File: src/rtl/test_pattern_gen_frame_ctrl.sv
// ============================================================================
// Module      : pattern_frame_ctrl
// Description : Frame boundary detection, frame counter, pattern latch and
//               moving-bar position.
// Revision    : 1.0 - initial release
// ============================================================================
`default_nettype none

module pattern_frame_ctrl #(
    parameter int H_ACTIVE  = 320,
    parameter int MOVE_STEP = 2
) (
    input  logic       clk,
    input  logic       reset,
    input  logic       ce_pix,
    input  logic       v_blank_in,
    input  logic [2:0] pattern_sel,
    output logic [7:0] frame_count,
    output logic [2:0] pattern_active,
    output logic [9:0] move_pos
);

    logic       r_vb_prev;
    logic [7:0] r_frame_count;
    logic [2:0] r_pattern;
    logic [9:0] r_move_pos;

    logic       w_boundary;
    logic [9:0] w_pos_sum;
    logic [9:0] w_pos_next;

    assign w_boundary = v_blank_in & ~r_vb_prev;
    assign w_pos_sum  = r_move_pos + 10'(MOVE_STEP);
    assign w_pos_next = (w_pos_sum >= 10'(H_ACTIVE)) ? 10'd0 : w_pos_sum;

    // Previous v_blank resets high so release during blanking is not a boundary.
    always_ff @(posedge clk) begin
        if (reset) begin
            r_vb_prev     <= 1'b1;
            r_frame_count <= 8'd0;
            r_pattern     <= 3'd0;
            r_move_pos    <= 10'd0;
        end else if (ce_pix) begin
            r_vb_prev <= v_blank_in;
            if (w_boundary) begin
                r_frame_count <= r_frame_count + 8'd1;
                r_pattern     <= pattern_sel;
                r_move_pos    <= w_pos_next;
            end
        end
    end

    assign frame_count    = r_frame_count;
    assign pattern_active = r_pattern;
    assign move_pos       = r_move_pos;

endmodule

`default_nettype wire

File: config.mk
export PLATFORM = sky130hd
export DESIGN_NAME = pattern_frame_ctrl
export DESIGN_NICKNAME = d
export VERILOG_FILES = /design/src/rtl/test_pattern_gen_frame_ctrl.sv
export SDC_FILE = /design/constraint.sdc
export NUM_CORES = 1
export LEC_CHECK = 0
export ABC_AREA = 1
export BUFFER_PORTS_ARGS = -buffer_cell sky130_fd_sc_hd__buf_2
export CAP_MARGIN = 20
export CORE_MARGIN = 5
export CORE_UTILIZATION = 50
export CTS_CLUSTER_SIZE = 16
export DETAILED_ROUTE_END_ITERATION = 16
export PLACE_DENSITY = 0.8
export RECOVER_POWER = 100
export SLEW_MARGIN = 20
export SYNTH_ARGS = -nofsm -noshare
export SYNTH_HDL_FRONTEND = slang
export SYNTH_SLANG_ARGS = --single-unit
File: constraint.sdc
create_clock -name clk -period 1.7 [get_ports clk]
set_input_delay 0.085 -clock clk [delete_from_list [all_inputs] [get_ports clk]]
set_output_delay 0.085 -clock clk [all_outputs]
set_load 0.02 [all_outputs]
# Yosys cells after proc, flatten, opt, wreduce, memory -nomap -nowiden

Cells that the tools add are included.
Widths: inputs -> output; s select.

Bitwise gates (word level): 2
Muxes and demuxes: 1
Add/subtract/negate cells: 2
Reductions and logical operators: 1
Order comparisons: 1

Operator list:

| kind                  | count |
|---|---|
| $add 10x2->10 const B | 1 |
| $ge 10x9->1 const B   | 1 |
| $mux 10               | 1 |
| $add 8x1->8 const B   | 1 |
| $reduce_and 2->1      | 1 |
| $and 1x1->1           | 1 |
| $not 1->1             | 1 |

Output and inout bits: 21
Register bits after elaboration: 22

# Depth between registers and ports, before layout

Depth after elaboration: 3
Depth in mapped cells: 12
Mapped depth without buffers: 12

# Worst setup path before layout

Ideal clock, no wire load.

Kind: reg-to-reg
Start: reg r_move_pos[2] (netlist: move_pos[2])
End: reg r_move_pos[3] (netlist: move_pos[3])
Data required time: 1.584 ns
Stages on the path, launching flop included: 11
Setup slack: 0.218 ns
Clock period less this slack: 1.482 ns
Arrival time: 1.367 ns
Buffers on the path: 0
Cells stage by stage: dfxtp_1 -> ha_1 -> nand2_1 -> inv_1 -> nand2_1 -> o21ai_0 -> nand2_1 -> nand2_1 -> nand2_2 -> nand2_4 -> nor2_1

Longest elaborated chain between the ends: 3

RTL lines:

| item                   | line | RTL |
|---|---|---|
| from (decl)            | 26   | `logic [9:0] r_move_pos;` |
| from (signal assigned) | 48   | `r_move_pos <= w_pos_next;` |
| $add 10x2->10 *        | 33   | `assign w_pos_sum = r_move_pos + 10'(MOVE_STEP);` |
| $ge 10x9->1            | 34   | `assign w_pos_next = (w_pos_sum >= 10'(H_ACTIVE)) ? 10'd0 : w_pos_sum;` |
| $mux 10 *              | 34   |  |

Mark *: on every way between the ends. The rest lies on a longest branch, timed or not.
A chain may end at the register's enable or synchronous reset.

# Worst setup path after layout

Start: reg r_move_pos[2] (netlist: move_pos[2])
End: reg r_move_pos[2] (netlist: move_pos[2])

The elaborated chain is that of the path after synthesis.

==> results.toml <==
[run_status]
status = "complete, no violations"

[synthesis]
synth_top_area_share_pct = 39.62
synth.most_common_cell = "nand2_1"
syn-mean-instance-area_um2 = 7.218
synth-seq-cells = 21
synthTopCellsByCount = "32 x nand2_1, 21 x dfxtp_1, 20 x nor2_1, 18 x inv_1, 9 x o21ai_0"
ys_async_sr_fraction_pct = 0
netlist_area_mm2 = 0.001061
synth-edff-count = 0
synth.area.top_cells = "dfxtp_1 40%, nand2_1 11%, nor2_1 7.1%"
yosys.cell_types.count = 25
synth_flop_cell = "dfxtp_1"
yosysWarnings = 0
syn_inst = 147
ys_seq_area_share_pct = 39.62
synth_nets = 156
yosys.area.top_type = "dfxtp_1"

[global_route]
grt_pass1_wl_mm = 3.781
grtUsageMet1_pct = 17.13
met3_usage_pct = 3.480
use_met2_pct = 25.54
grtUsageTotal_pct = 14.29
grt_max_degree = 18
first_global_vias = 917
grt_antenna_before_repair = 0
gr-total-overflow = 0
busiest_layer = "met2"

[route]
avgRoutedWirePerCell_um = 10.48
viasPerCell = 4.701
drtIter0Drc = 6
final_antenna_net_count = 0
route.detailed.drc = 0
firstDrtPassIters = 3
vias = 945
drt_wl_total_mm = 2.106

[clock_tree]
path_clk_slew_ns = 0.11
cts_sinks = 21
clock_latency_ns = 0.30
numCtsBuffers = 3
cts_buffer_depth = 2
cts_tree = "done"
htree_levels = 1
post-cts-setup-buffer-count = 0
ctsRootBufferMaster = "clkbuf_4"

[placed_design]
dp_cells = 196
portBuffers = 26
placement.cell_area_mm2 = 0.001194
gp_congestion = 0.8254
dp_hpwl_mm = 1.619
place_ws_ns = 0.2120

[cells_and_area]
finalNonFillerCells = 201
nNetsFinal = 184
diodes = 0
area.growth.synth_to_final_pct = 11.67
final_area_mm2 = 0.001185
drive_gt1_share_pct = 10.92

[sta]
rsz0062_at_grt = "no"
postLayoutSetupSlackWorst_ns = 0.2008
final-setup-viol-count = 0
skew_ns = 0.006941
hold_viol_final = 0
finalMaxSlewViolations = 0
tns_ns = 0
min_period_over_period_pct = 88.19
min_period_ns = 1.499
fmax_mhz = 667.0

[setup_path]
critPathMaxFanout = 8
crit_arrival_ns = 1.70
worstSetupPathType = "flop to flop"
crit_path_start_kind = "flop"
critical_path_required_ns = 1.90
end_kind = "flop"

[min_path]
hold_path_class = "primary input to flop"

[floorplan]
rows = 16
core_mm2 = 0.002002
die_h_um = 56.07
ios = 28
die-area_mm2 = 0.003143
dieWidth_um = 56.07
start_util_pct = 53.00

[power_and_ir_drop]
cellLeakagePower_nw = 0.4897
combPwrFrac_pct = 6.6
intPower_uw = 607.5
p_sw_share_pct = 23.87
clockPowerShare_pct = 30.1
switchingPower_uw = 190.5
peakVddDrop_v = 0.0004878
pwr-share-seq_pct = 63.3
powerDensity_mw_per_mm2 = 673.4

[run]
cap_violations = 0
[through the flow]
step / power, mW / util [%] / hold slack, ns
final: 0.7979 / 59.19 / 0.006365
after global routing: 0.8275 / 59.19 / 0.02049
after CTS: 0.8086 / 61.44 / 0.003094
after detailed placement: 0.5706 / 59.62 / 0.2966
after global placement: 0.5682 / 59.62 / 0.2953
after floorplan: 0.5548 / - / 0.1541
[power groups by stage]
stage | combinational, mW | clock [mW] | sequential (mW)
6_report | 0.0524 | 0.240 | 0.505
3_5_place_dp | 0.0541 | 0 | 0.516
2_1_floorplan | 0.0321 | 0 | 0.523
4_1_cts | 0.0560 | 0.247 | 0.505
5_1_grt | 0.0586 | 0.262 | 0.507
3_3_place_gp | 0.0523 | 0 | 0.516
[flip-flops by register name (all words and copies together) (netlist names)]
signal and cells:
pattern_active 3, r_vb_prev 1, move_pos 9, frame_count 8
[worst max-delay path: stages, from the launching register on]
cell	delay, ns
dfxtp_1	0.43
ha_1	0.20
nand2_1	0.05
inv_1	0.09
nand2_1	0.08
nand2_1	0.06
nand2_1	0.06
nand2_1	0.07
nand2_1	0.06
nand2_1	0.07
nand2_2	0.06
nand2_4	0.12
nor2_1	0.05
[cell type report]
| class | instances | area (um^2) |
|---|---|---|
| Multi-Input combinational cell | 102 | 514.2 |
| Timing Repair Buffer | 27 | 115.1 |
| Clock buffer | 4 | 26.28 |
| Tap cell | 27 | 33.78 |
| Inverter | 20 | 75.07 |
| Sequential cell | 21 | 420.4 |
| Fill cell | 211 | 817.0 |
[cell families (layout without fill, tap and decap cells)]
family	after synthesis	in the layout	synth area share, %
AND/OR/NAND/NOR	77	77	34.67
buffers and inverters	24	51	10.02
flip-flops	21	21	39.62
AO/OA/AOI/OAI	16	16	8.019
XOR/XNOR	6	6	4.953
adder cells (fa/ha/maj)	2	2	2.358
other	1	1	0.3534
[path summary, 6_finish.rpt]
path,from,to,slack (ns),depth (start not counted)
setup / recovery,move_pos[2],move_pos[2],0.20,12
hold reg to reg,move_pos[9],move_pos[9],0.49,2
hold / removal,pattern_sel[1],pattern_active[1],0.006,3
setup reg to reg,move_pos[2],move_pos[2],0.20,12
[repair_timing]
action,CTS,global route
hold endpoints to repair,3,0
endpoints found under the setup margin,0,0
gates resized for setup,0,0
hold buffers,1,0
[per-layer routing]
metal,vias up,part of all wire (%)
met1,428,47
met4,0,0
met2,15,48
li1,502,-
met5,-,0
met3,0,5.4
[layout by cell type (no fill, tap or decap)]
cell / count
ha_1: 2
dlygate4sd3_1: 1
xor2_1: 5
conb_1: 1
nand4_1: 2
clkbuf_1: 21
nand2_1: 35
o21ai_0: 9
xnor2_1: 1
nor2_1: 23
o21bai_1: 1
dfxtp_1: 21
o21ai_1: 1
buf_2: 6
nor3_1: 1
nand2_2: 4
a21oi_1: 4
nand3_1: 6
clkbuf_4: 3
nand2_4: 1
nor2_4: 3
clkinv_1: 1
nor2_2: 2
inv_1: 19
o211ai_1: 1
No activity file was read; power rests on OpenSTA's default activity.
